File: src/rtl/mult_pkg.sv
// rtl/mult_pkg.sv - shared state encoding and defaults for the add-shift multiplier sequencer
package mult_pkg;

  typedef enum logic [2:0] {
    IDLE  = 3'd0,
    CLEAR = 3'd1,
    ADD   = 3'd2,
    SHIFT = 3'd3,
    HOLD  = 3'd4
  } mult_state_t;

  localparam int MULT_N_DEFAULT = 8;

endpackage

File: src/rtl/step_counter.sv
// rtl/step_counter.sv - clear/increment iteration counter with a flag on the final iteration
module step_counter
  import mult_pkg::*;
#(
  parameter int N = MULT_N_DEFAULT,
  parameter int W = $clog2(N + 1)
) (
  input  logic         Clk,
  input  logic         Reset,
  input  logic         Clear,
  input  logic         Inc,
  output logic [W-1:0] Count,
  output logic         Last
);

  // Count completed shifts; saturate at N so the display never wraps
  always_ff @(posedge Clk or posedge Reset) begin
    if (Reset) begin
      Count <= '0;
    end else if (Clear) begin
      Count <= '0;
    end else if (Inc && (Count != W'(N))) begin
      Count <= Count + 1'b1;
    end
  end

  assign Last = (Count == W'(N - 1));

endmodule

File: src/rtl/mult_sequencer.sv
// rtl/mult_sequencer.sv - control FSM for the add-shift multiplier; MULT_SIGNED_EN selects signed product
module mult_sequencer
  import mult_pkg::*;
#(
  parameter int N = MULT_N_DEFAULT
) (
  input  logic                     Clk,
  input  logic                     Reset,
  input  logic                     Run,
  input  logic                     ClearA_LoadB,
  input  logic                     M,
  output logic                     Clr_Ld,
  output logic                     ClearAX,
  output logic                     Add,
  output logic                     Sub,
  output logic                     Shift,
  output logic                     Busy,
  output logic                     Done,
  output logic [$clog2(N+1)-1:0]   Step
);

  localparam logic [2:0] S_IDLE  = IDLE;
  localparam logic [2:0] S_CLEAR = CLEAR;
  localparam logic [2:0] S_ADD   = ADD;
  localparam logic [2:0] S_SHIFT = SHIFT;
  localparam logic [2:0] S_HOLD  = HOLD;

  logic [2:0] state;
  logic [2:0] state_next;
  logic       last_iter;
  logic       in_add;

  step_counter #(.N(N)) u_step_counter (
    .Clk   (Clk),
    .Reset (Reset),
    .Clear (state == S_CLEAR),
    .Inc   (state == S_SHIFT),
    .Count (Step),
    .Last  (last_iter)
  );

  // State register; reset drops straight to IDLE without waiting for a clock
  always_ff @(posedge Clk or posedge Reset) begin
    if (Reset) begin
      state <= S_IDLE;
    end else begin
      state <= state_next;
    end
  end

  // Next-state: load request beats Run in IDLE, HOLD waits for button release
  always_comb begin
    state_next = state;
    case (state)
      S_IDLE:  if (!ClearA_LoadB && Run) state_next = S_CLEAR;
      S_CLEAR: state_next = S_ADD;
      S_ADD:   state_next = S_SHIFT;
      S_SHIFT: state_next = last_iter ? S_HOLD : S_ADD;
      S_HOLD:  if (!Run) state_next = S_IDLE;
      default: state_next = S_IDLE;
    endcase
  end

  assign in_add = (state == S_ADD);

  // Strobes: Add/Sub follow the live multiplier bit, everything else is decoded from state
  always_comb begin
    Clr_Ld  = (state == S_IDLE) && ClearA_LoadB && !Reset;
    ClearAX = (state == S_CLEAR);
    Shift   = (state == S_SHIFT);
    Busy    = (state == S_CLEAR) || (state == S_ADD) || (state == S_SHIFT);
    Done    = (state == S_HOLD);
`ifdef MULT_SIGNED_EN
    // The final partial product carries negative weight in two's complement
    Add     = in_add && M && !last_iter;
    Sub     = in_add && M && last_iter;
`else
    Add     = in_add && M;
    Sub     = 1'b0;
`endif
  end

endmodule
File: config.mk
export PLATFORM = sky130hd
export DESIGN_NAME = mult_sequencer
export DESIGN_NICKNAME = d
export VERILOG_FILES = /design/src/rtl/mult_pkg.sv /design/src/rtl/step_counter.sv /design/src/rtl/mult_sequencer.sv
export SDC_FILE = /design/constraint.sdc
export NUM_CORES = 1
export LEC_CHECK = 0
export CORE_AREA = 2 2 39 41
export CTS_CLUSTER_SIZE = 10
export DETAILED_ROUTE_END_ITERATION = 12
export DIE_AREA = 0 0 41 43
export DONT_BUFFER_PORTS = 1
export GPL_ROUTABILITY_DRIVEN = 1
export SYNTH_ARGS = -nofsm -noshare
export SYNTH_HDL_FRONTEND = slang
export SYNTH_SLANG_ARGS = --single-unit
File: constraint.sdc
create_clock -name Clk -period 1.25 [get_ports Clk]
set_clock_uncertainty 0.05 [all_clocks]
set_input_delay 0.0625 -clock Clk [delete_from_list [all_inputs] [get_ports Clk]]
set_output_delay 0.0625 -clock Clk [all_outputs]
set_load 0.03 [all_outputs]
Word-level counts from Yosys, hierarchy flattened
Index checks and enable logic that the tools add are counted.
W data, S select, Z words.
- bits in writable memories: 0
- bits in latches: 0
- logic and storage cells: 29
- bits in registers: 7
- input port bits: 5
- memories kept: 0
- bits in read-only memories: 0
- add/sub/neg operators: 1
- bitwise operators: 0
- $mul: 0
- reduce and logical (&&, ||, !) cells: 12
- shifts and indexed selects: 0
- magnitude comparators: 0
- mux-type cells: 6
- eq/ne operators: 8
- divide/modulo/power cells: 0
- operators by type and width (operator ; count):
    $pmux W3 S5 ; 1
    $mux W3 ; 3
    $mux W4 ; 2
    $eq A3 B2 Y1 const B ; 2
    $logic_and A1 B1 Y1 ; 5
    $add A4 B1 Y4 const B ; 1
    $eq A4 B3 Y1 const B ; 1
    $ne A2 B2 Y1 const B ; 2
    $ne A4 B4 Y1 const B ; 1
    $eq A3 B1 Y1 const B ; 1
    $eq A3 B3 Y1 const B ; 1
    $logic_not A3 Y1 ; 1
    $logic_not A1 Y1 ; 2
    $logic_or A1 B1 Y1 ; 2
    $reduce_and A2 Y1 ; 1
    $reduce_bool A2 Y1 ; 1

Logic depth before layout (Yosys ltp)
Gate-level depths: netlist of run 1.
- depth after elaboration: 4
- gate-level depth with buffers: 4

By module
Synthesis of run 1 repeated with hierarchy kept, for this count alone.
- cells, all modules: 47
- area, all modules: 449.2 um2
- modules (own cells, without submodules) (module ; seq. area each (um2) ; cells each ; times used ; area an instance (um2)):
    step_counter ; 100.1 ; 25 ; 1 ; 242.7
    mult_sequencer ; 75.1 ; 22 ; 1 ; 206.4

Worst setup path after synthesis of run 1
Ideal clock, no wire load.
- kind: reg-to-output
- start point: register state[2]
- end point: output Clr_Ld
- data arrival time: 1532 ps
- slack: -394 ps
- buffers on the path: 0
- stages on the path, launching flop included: 3
- cells stage by stage: dfrtp_1 nor2_1 nor4b_1
- longest elaborated chain between the ends: 3
- ends and longest elaborated chain (what ; line ; RTL):
    start, declared ; mult_sequencer.sv:28 ; logic [2:0] state;
    start signal, assigned ; mult_sequencer.sv:47 ; state <= state_next;
    $logic_not A3 Y1 ; mult_sequencer.sv:68 ; Clr_Ld = (state == S_IDLE) && ClearA_LoadB && !Reset;
    $logic_and A1 B1 Y1 (2 in a row) ; mult_sequencer.sv:68 ;
    end, declared ; mult_sequencer.sv:12 ; output logic Clr_Ld,
Every way passes these cells.

Worst setup path in the final report of run 1
- start point: register state[1]
- end point: output ClearAX
- longest elaborated chain between the ends: 1
- ends and longest elaborated chain (what ; line ; RTL):
    $eq A3 B1 Y1 ; mult_sequencer.sv:69 ; ClearAX = (state == S_CLEAR);
    end, declared ; mult_sequencer.sv:13 ; output logic ClearAX,
Every way passes these cells.

==> results of run 1 <==
placed cells by master (no fill, tap or decap), drive strengths merged, types with 2 or more instances in the layout:
master / n
nor2: 4
ha: 2
inv: 6
nor3: 2
a21oi: 2
nand2: 3
dlygate4sd3: 2
clkbuf: 4
dfrtp: 7
buf: 28
metrics by stage:
| step | instances | hold WS [ps] | setup TNS [ps] | area (um^2) | utilization (%) |
|---|---|---|---|---|---|
| finish | 93 | 71.0 | -1120 | 812 | 58.7 |
| global route | 93 | 78.5 | -1860 | 812 | 58.7 |
| CTS | 91 | 70.1 | -1030 | 753 | 54.4 |
| detailed placement | 79 | -151 | -167 | 598 | 43.2 |
| global placement | 79 | -152 | -122 | 598 | 43.2 |
| floorplan | 44 | -184 | -307 | 435 | - |
power breakdown:
group / internal, mW / total, mW / switching [mW]
Clock: 0.122 / 0.213 / 0.0904
Sequential: 0.337 / 0.432 / 0.0947
Combinational: 0.969 / 1.83 / 0.857
Total: 1.43 / 2.47 / 1.04
registers in the layout (all words and copies together), names as in the netlist:
signal / count
state: 3
u_step_counter.Count: 4
cells by family after synthesis:
group,Yosys count
AND/OR/NAND/NOR,16
AO/OA/AOI/OAI,8
buffers and inverters,8
flip-flops,7
multiplexers,2
adder cells (fa/ha/maj),2
other,1
cell type report:
class / count / area [um^2]
flip-flops and latches: 7 / 178
well taps: 16 / 20.0
fillers: 134 / 572
multi-input cells: 29 / 268
repair buffers: 30 / 287
clock buffers: 4 / 26.3
inverters: 7 / 33.8
what timing repair did:
item,4_1_cts,5_1_grt
pin swaps,6,4
endpoints found under the setup margin,10,12
endpoints found under the hold margin,9,0
buffers inserted,6,2
hold buffers,2,0
gates resized for setup,17,12
metal layers:
metal  track usage (%)  part of all wire (%)
met5                 0                     0
met2              27.2                    56
met4              6.00                  0.93
met3              7.85                   7.1
met1              16.1                    35
path summary, 6_finish.rpt:
check	start	endpoint	slack [ps]	cells past startpoint
max	state[1]	ClearAX	-210	4
max in group asynchronous	Reset	u_step_counter.Count[0]	770	2
max reg2reg	state[2]	u_step_counter.Count[1]	-170	4
min	ClearA_LoadB	state[0]	70	3
min in group asynchronous	Reset	u_step_counter.Count[3]	140	2
min reg2reg	u_step_counter.Count[3]	u_step_counter.Count[3]	560	2
cells in the mapped netlist (all sizes together):
| library cell | instances | area share (%) |
|---|---|---|
| a211oi | 1 | 1.9 |
| a21o | 1 | 1.9 |
| a21oi | 2 | 2.5 |
| a31o | 1 | 2.2 |
| a31oi | 1 | 3.1 |
| and2 | 1 | 1.5 |
| and3 | 1 | 1.5 |
| buf | 1 | 1.9 |
| clkinv | 1 | 1.2 |
| conb | 1 | 0.93 |
| dfrtp | 7 | 43 |
| ha | 2 | 6.2 |
| inv | 6 | 5.6 |
| mux2 | 1 | 2.8 |
| mux2i | 1 | 2.5 |
| nand2 | 3 | 2.8 |
| nand3 | 1 | 1.2 |
| nand3b | 1 | 1.9 |
| nor2 | 4 | 3.7 |
| nor3 | 2 | 2.5 |
| nor4b | 1 | 2.2 |
| o21ai | 1 | 1.2 |
| o31a | 1 | 2.2 |
| or3 | 1 | 1.5 |
| or3b | 1 | 2.2 |
worst register-to-register path: stages (launching register included):
cell and delay (ps):
dfrtp_1 400, nand3b_1 220, buf_6 150, a31oi_4 170
mux2_4 310
==> impl_metrics.py, run 1 <==
metrics = {
    "cts": {
        "htreeDepth": 1,
        "clkLatencyLatePin_ps": 260,
        "cts_root_buf": "clkbuf_4",
        "clkSlewWorstSetupHoldPaths_ps": 60,
        "cts_num_sinks": 7,
        "cts_tree": "built",
        "cts_buffer_depth": 2,
        "cts_made_buffers": 3,
    },
    "route": {
        "drt_iter0_markers": 5,
        "post_drt_wl_per_cell_um": 12.8,
        "routed_wl_um": 1190,
        "ant_nets": 0,
        "drtPass1Iterations": 3,
        "viasPerCell": 4.76,
        "drc": 0,
        "via_count": 443,
    },
    "pwr": {
        "leakage_nw": 0.395,
        "p_total_mw": 2.47,
        "vdd_drop_max_uv": 1430,
        "p_per_area_mw_per_mm2": 3040,
    },
    "critical_path": {
        "critPathMostFrequentCell": "buf_6",
        "cp_top_family": "simple AND/OR/NAND/NOR gates",
        "path_max_fanout": 3,
        "required_ps": 1140,
        "startpoint_type": "register",
        "cp_slowest_cell": "or3b_4",
        "crit_path_end_kind": "output port",
        "slowest_delay_ps": 430,
        "critical_path_class": "register to output port",
        "cp.arrival_ps": 1340,
        "worstPathCellList": "or3b_4 > clkinv_4 > buf_6 > buf_6",
        "crit_buf_inv": 3,
    },
    "finish": {
        "drive_above_1_share_pct": 66.2,
        "fin_nets": 85,
        "diodes": 0,
        "areaGrowthSynthToFinish_pct": 100,
    },
    "die": {
        "top_level_ports": 16,
        "fp.dieH_um": 43,
        "core_mm2": 0.00138,
        "fp.dieArea_mm2": 0.00176,
        "rows": 14,
        "start_util_pct": 29.3,
        "die_width_um": 41,
    },
    "sta": {
        "fin_crit_ps": 1460,
        "rsz0062_at_grt": "yes",
        "setup_violations": 11,
        "slew_viol_final": 0,
        "fmax_ghz": 0.687,
        "min_period_over_period_pct": 116,
        "final_hold_viol_count": 0,
        "setup_ws_ps": -205,
    },
    "global_routing": {
        "grt_max_degree": 8,
        "antenna_found_initial": 0,
        "grt_pass1_vias": 469,
        "grtUsageTotal_pct": 16.2,
        "grt_pass1_wl_um": 1830,
        "grt.overflow.total": 0,
    },
    "synth": {
        "synth_nets": 51,
        "netlist_area_um2": 405,
        "synth_cell_types": 25,
        "synth-xor-area-share_pct": 0,
        "syn_inst": 44,
        "ys_ff_latch": 7,
        "ys_warn_count": 0,
        "synthAdderAreaFrac_pct": 6.17,
        "syn_area_per_cell_um2": 9.21,
        "synth-compound-area-share_pct": 14.8,
        "synth_top_family_by_area": "simple AND/OR/NAND/NOR gates",
        "synth-simple-area-share_pct": 21.0,
        "synthMuxAreaShare_pct": 5.25,
        "ys_seq_area_share_pct": 43.2,
    },
    "status": {
        "outcome": "complete, but fails checks",
        "violations": "negative setup slack",
    },
    "run": {
        "drv_cap": 0,
    },
    "placement": {
        "io_buffers": 0,
        "dpl.hpwl_um": 770,
        "pre_cts_ws_ps": -71.3,
        "place_congestion": 0.728,
    },
    "worst_hold_path": {
        "min_path_type": "input pin to register",
    },
}
Note: power is estimated with default switching activity, not from simulation.
==> inputs of run 2 (changes only) <==
--- a/config.mk
+++ b/config.mk
@@ -13,4 +13,5 @@
 export GPL_ROUTABILITY_DRIVEN = 1
 export SYNTH_ARGS = -nofsm -noshare
 export SYNTH_HDL_FRONTEND = slang
+export SYNTH_HIERARCHICAL = 1
 export SYNTH_SLANG_ARGS = --single-unit
==> run 2 against run 1 <==
  * Cell area up 3.9%
  * The flow still finishes with violations (negative setup slack)
  * Largest cell class is now multi-input gates
  * Setup slack worse by 88 ps
  * Synthesized area up 11%
  * Critical endpoint is now Clr_Ld
  * Routed wire length up 6.5%
==> impl_metrics.py, run 2 <==
metrics = {
    "route": {
        "drc": 0,
        "via_count": 445,
        "routed_wl_um": 1270,
        "drt_iter0_markers": 3,
        "drtPass1Iterations": 4,
        "viasPerCell": 4.54,
        "post_drt_wl_per_cell_um": 12.9,
        "ant_nets": 0,
    },
    "cts": {
        "cts_num_sinks": 7,
        "cts_root_buf": "clkbuf_4",
        "cts_tree": "built",
        "clkLatencyLatePin_ps": 260,
        "cts_buffer_depth": 2,
        "cts_made_buffers": 3,
        "clkSlewWorstSetupHoldPaths_ps": 60,
        "htreeDepth": 1,
    },
    "synth": {
        "syn_inst": 47,
        "syn_area_per_cell_um2": 9.56,
        "ys_warn_count": 6,
        "synth_cell_types": 24,
        "async_flop_share_pct": 100,
        "synth_nets": 54,
        "netlist.area_leader.share_pct": 39.0,
        "yosysTopAreaCell": "dfrtp_1",
        "netlist_area_um2": 449,
        "ys_ff_latch": 7,
        "yosys-top-cells-count": "dfrtp_1, nor2_1, inv_1, nand2_1, nand2b_1",
        "synth.most_common_cell": "dfrtp_1",
        "synth_edf_count": 0,
        "synthTopCellsByArea": "dfrtp_1, ha_1, nor4b_4",
        "ys_seq_area_share_pct": 39.0,
        "synthFlopType": "dfrtp_1",
    },
    "pwr": {
        "power_switching_mw": 1.03,
        "clkPwrFrac_pct": 9.3,
        "p_per_area_mw_per_mm2": 2820,
        "p_sw_share_pct": 43.1,
        "p_total_mw": 2.38,
        "p_comb_share_pct": 71.2,
        "p_int_mw": 1.36,
        "vdd_drop_max_uv": 1260,
        "p_seq_share_pct": 19.5,
        "leakage_nw": 0.417,
    },
    "finish": {
        "drive_above_1_share_pct": 63.4,
        "largestRegisters": "u_step_counter/Count x4, state x3",
        "largest_reg_flops": 4,
        "stdcell_area_um2": 843,
        "diodes": 0,
        "layout_common_cells": "buf_4, buf_6, dfrtp_1",
        "top_register": "u_step_counter/Count",
        "final_common_cell": "buf_4",
        "fin_util_pct": 60.9,
        "fin_nets": 90,
        "areaGrowthSynthToFinish_pct": 87.7,
    },
    "sta": {
        "setup_violations": 11,
        "fin_crit_ps": 1540,
        "holdWs_ps": 67.1,
        "fmax_ghz": 0.648,
        "rsz0062_at_grt": "yes",
        "setup_ws_ps": -293,
        "min_period_over_period_pct": 123,
        "final_hold_viol_count": 0,
        "slew_viol_final": 0,
    },
    "critical_path": {
        "critical_path_class": "register to output port",
        "slowest_delay_ps": 400,
        "cp.arrival_ps": 1430,
        "cp_top_family": "simple AND/OR/NAND/NOR gates",
        "worstPathCellList": "buf_6 > or2_4 > nor4b_4 > buf_4",
        "path_max_fanout": 2,
        "crit_buf_inv": 2,
        "cp_slowest_cell": "dfrtp_1",
        "required_ps": 1140,
        "startpoint_type": "register",
        "crit_path_end_kind": "output port",
    },
    "placement": {
        "io_buffers": 0,
        "dpl.hpwl_um": 800,
        "place_congestion": 0.811,
        "place_area_um2": 641,
    },
    "global_routing": {
        "grt_pass1_vias": 434,
        "grt_pass1_wl_um": 1920,
        "grt.overflow.total": 0,
        "antenna_found_initial": 0,
        "grt_max_degree": 7,
        "grtUsageTotal_pct": 17.2,
    },
    "die": {
        "core_mm2": 0.00138,
        "die_width_um": 41,
        "fp.dieArea_mm2": 0.00176,
        "top_level_ports": 16,
        "rows": 14,
        "start_util_pct": 32.5,
        "fp.dieH_um": 43,
    },
    "run": {
        "drv_cap": 0,
    },
    "status": {
        "violations": "negative setup slack",
        "outcome": "complete, but fails checks",
    },
    "worst_hold_path": {
        "min_path_type": "input pin to asynchronous set/reset pin",
    },
}
run 2: power groups by stage:
stage | Sequential [mW] | Clock, mW | Combinational [mW]
final | 0.465 | 0.221 | 1.69
after global routing | 0.481 | 0.245 | 1.82
after CTS | 0.443 | 0.222 | 1.57
after detailed placement | 0.450 | 0 | 1.36
after global placement | 0.442 | 0 | 1.36
after floorplan | 0.603 | 0 | 0.675
run 2: cells by family after synthesis:
logic type	count (synthesis)	synth area share, %
AND/OR/NAND/NOR	24	35.1
flip-flops	7	39.0
buffers and inverters	6	5.85
AO/OA/AOI/OAI	4	6.13
adder cells (fa/ha/maj)	2	5.57
multiplexers	2	5.57
other	1	0.835
XOR/XNOR	1	1.95
run 2: worst reg2reg max path, cell delays in order, from the launching register on:
cell	delay (ps)
dfrtp_1	400
buf_4	150
nor2b_4	120
and2_4	160
nand2_1	70
or3b_4	370
a21oi_2	110
run 2: worst paths after layout:
path                                    startpoint                 endpoint  slack (ps)  depth (start not counted)
max in group asynchronous                    Reset  u_step_counter/Count[1]         870                          2
min in group Clk                             Reset                   Clr_Ld         250                          2
setup / recovery                          state[2]                   Clr_Ld        -290                          4
hold reg to reg            u_step_counter/Count[2]  u_step_counter/Count[2]         550                          2
hold / removal                               Reset                 state[1]          70                          2
setup reg to reg                          state[2]  u_step_counter/Count[2]        -250                          6
run 2: timing repair:
action / in CTS / in global routing
resized for setup: 10 / 9
pin swaps: 4 / 2
buffers inserted: 7 / 1
endpoints found under the hold margin: 9 / 0
setup endpoints to repair: 11 / 12
hold buffers: 4 / 0
run 2: metal layers:
| metal | wire length [um] | part of all wire, % | global-route usage, % |
|---|---|---|---|
| met1 | 467 | 37 | 18.7 |
| met2 | 685 | 54 | 26.6 |
| met3 | 79 | 6.2 | 5.24 |
| met4 | 34 | 2.7 | 12.0 |
| met5 | 0 | 0 | 0 |
run 2: cell type report:
| class | instances | area [um^2] |
|---|---|---|
| flip-flops and latches | 7 | 178 |
| multi-input cells | 34 | 324 |
| well taps | 16 | 20.0 |
| inverters | 5 | 18.8 |
| repair buffers | 32 | 277 |
| clock buffers | 4 | 26.3 |
| fillers | 127 | 541 |
run 2: per-stage QoR:
step,std cells,setup TNS (ps),setup slack (ps)
after floorplan,47,-431,-158
after global placement,82,-255,-84.0
after detailed placement,82,-297,-101
after CTS,97,-1720,-269
after global routing,98,-2430,-343
final,98,-1870,-293
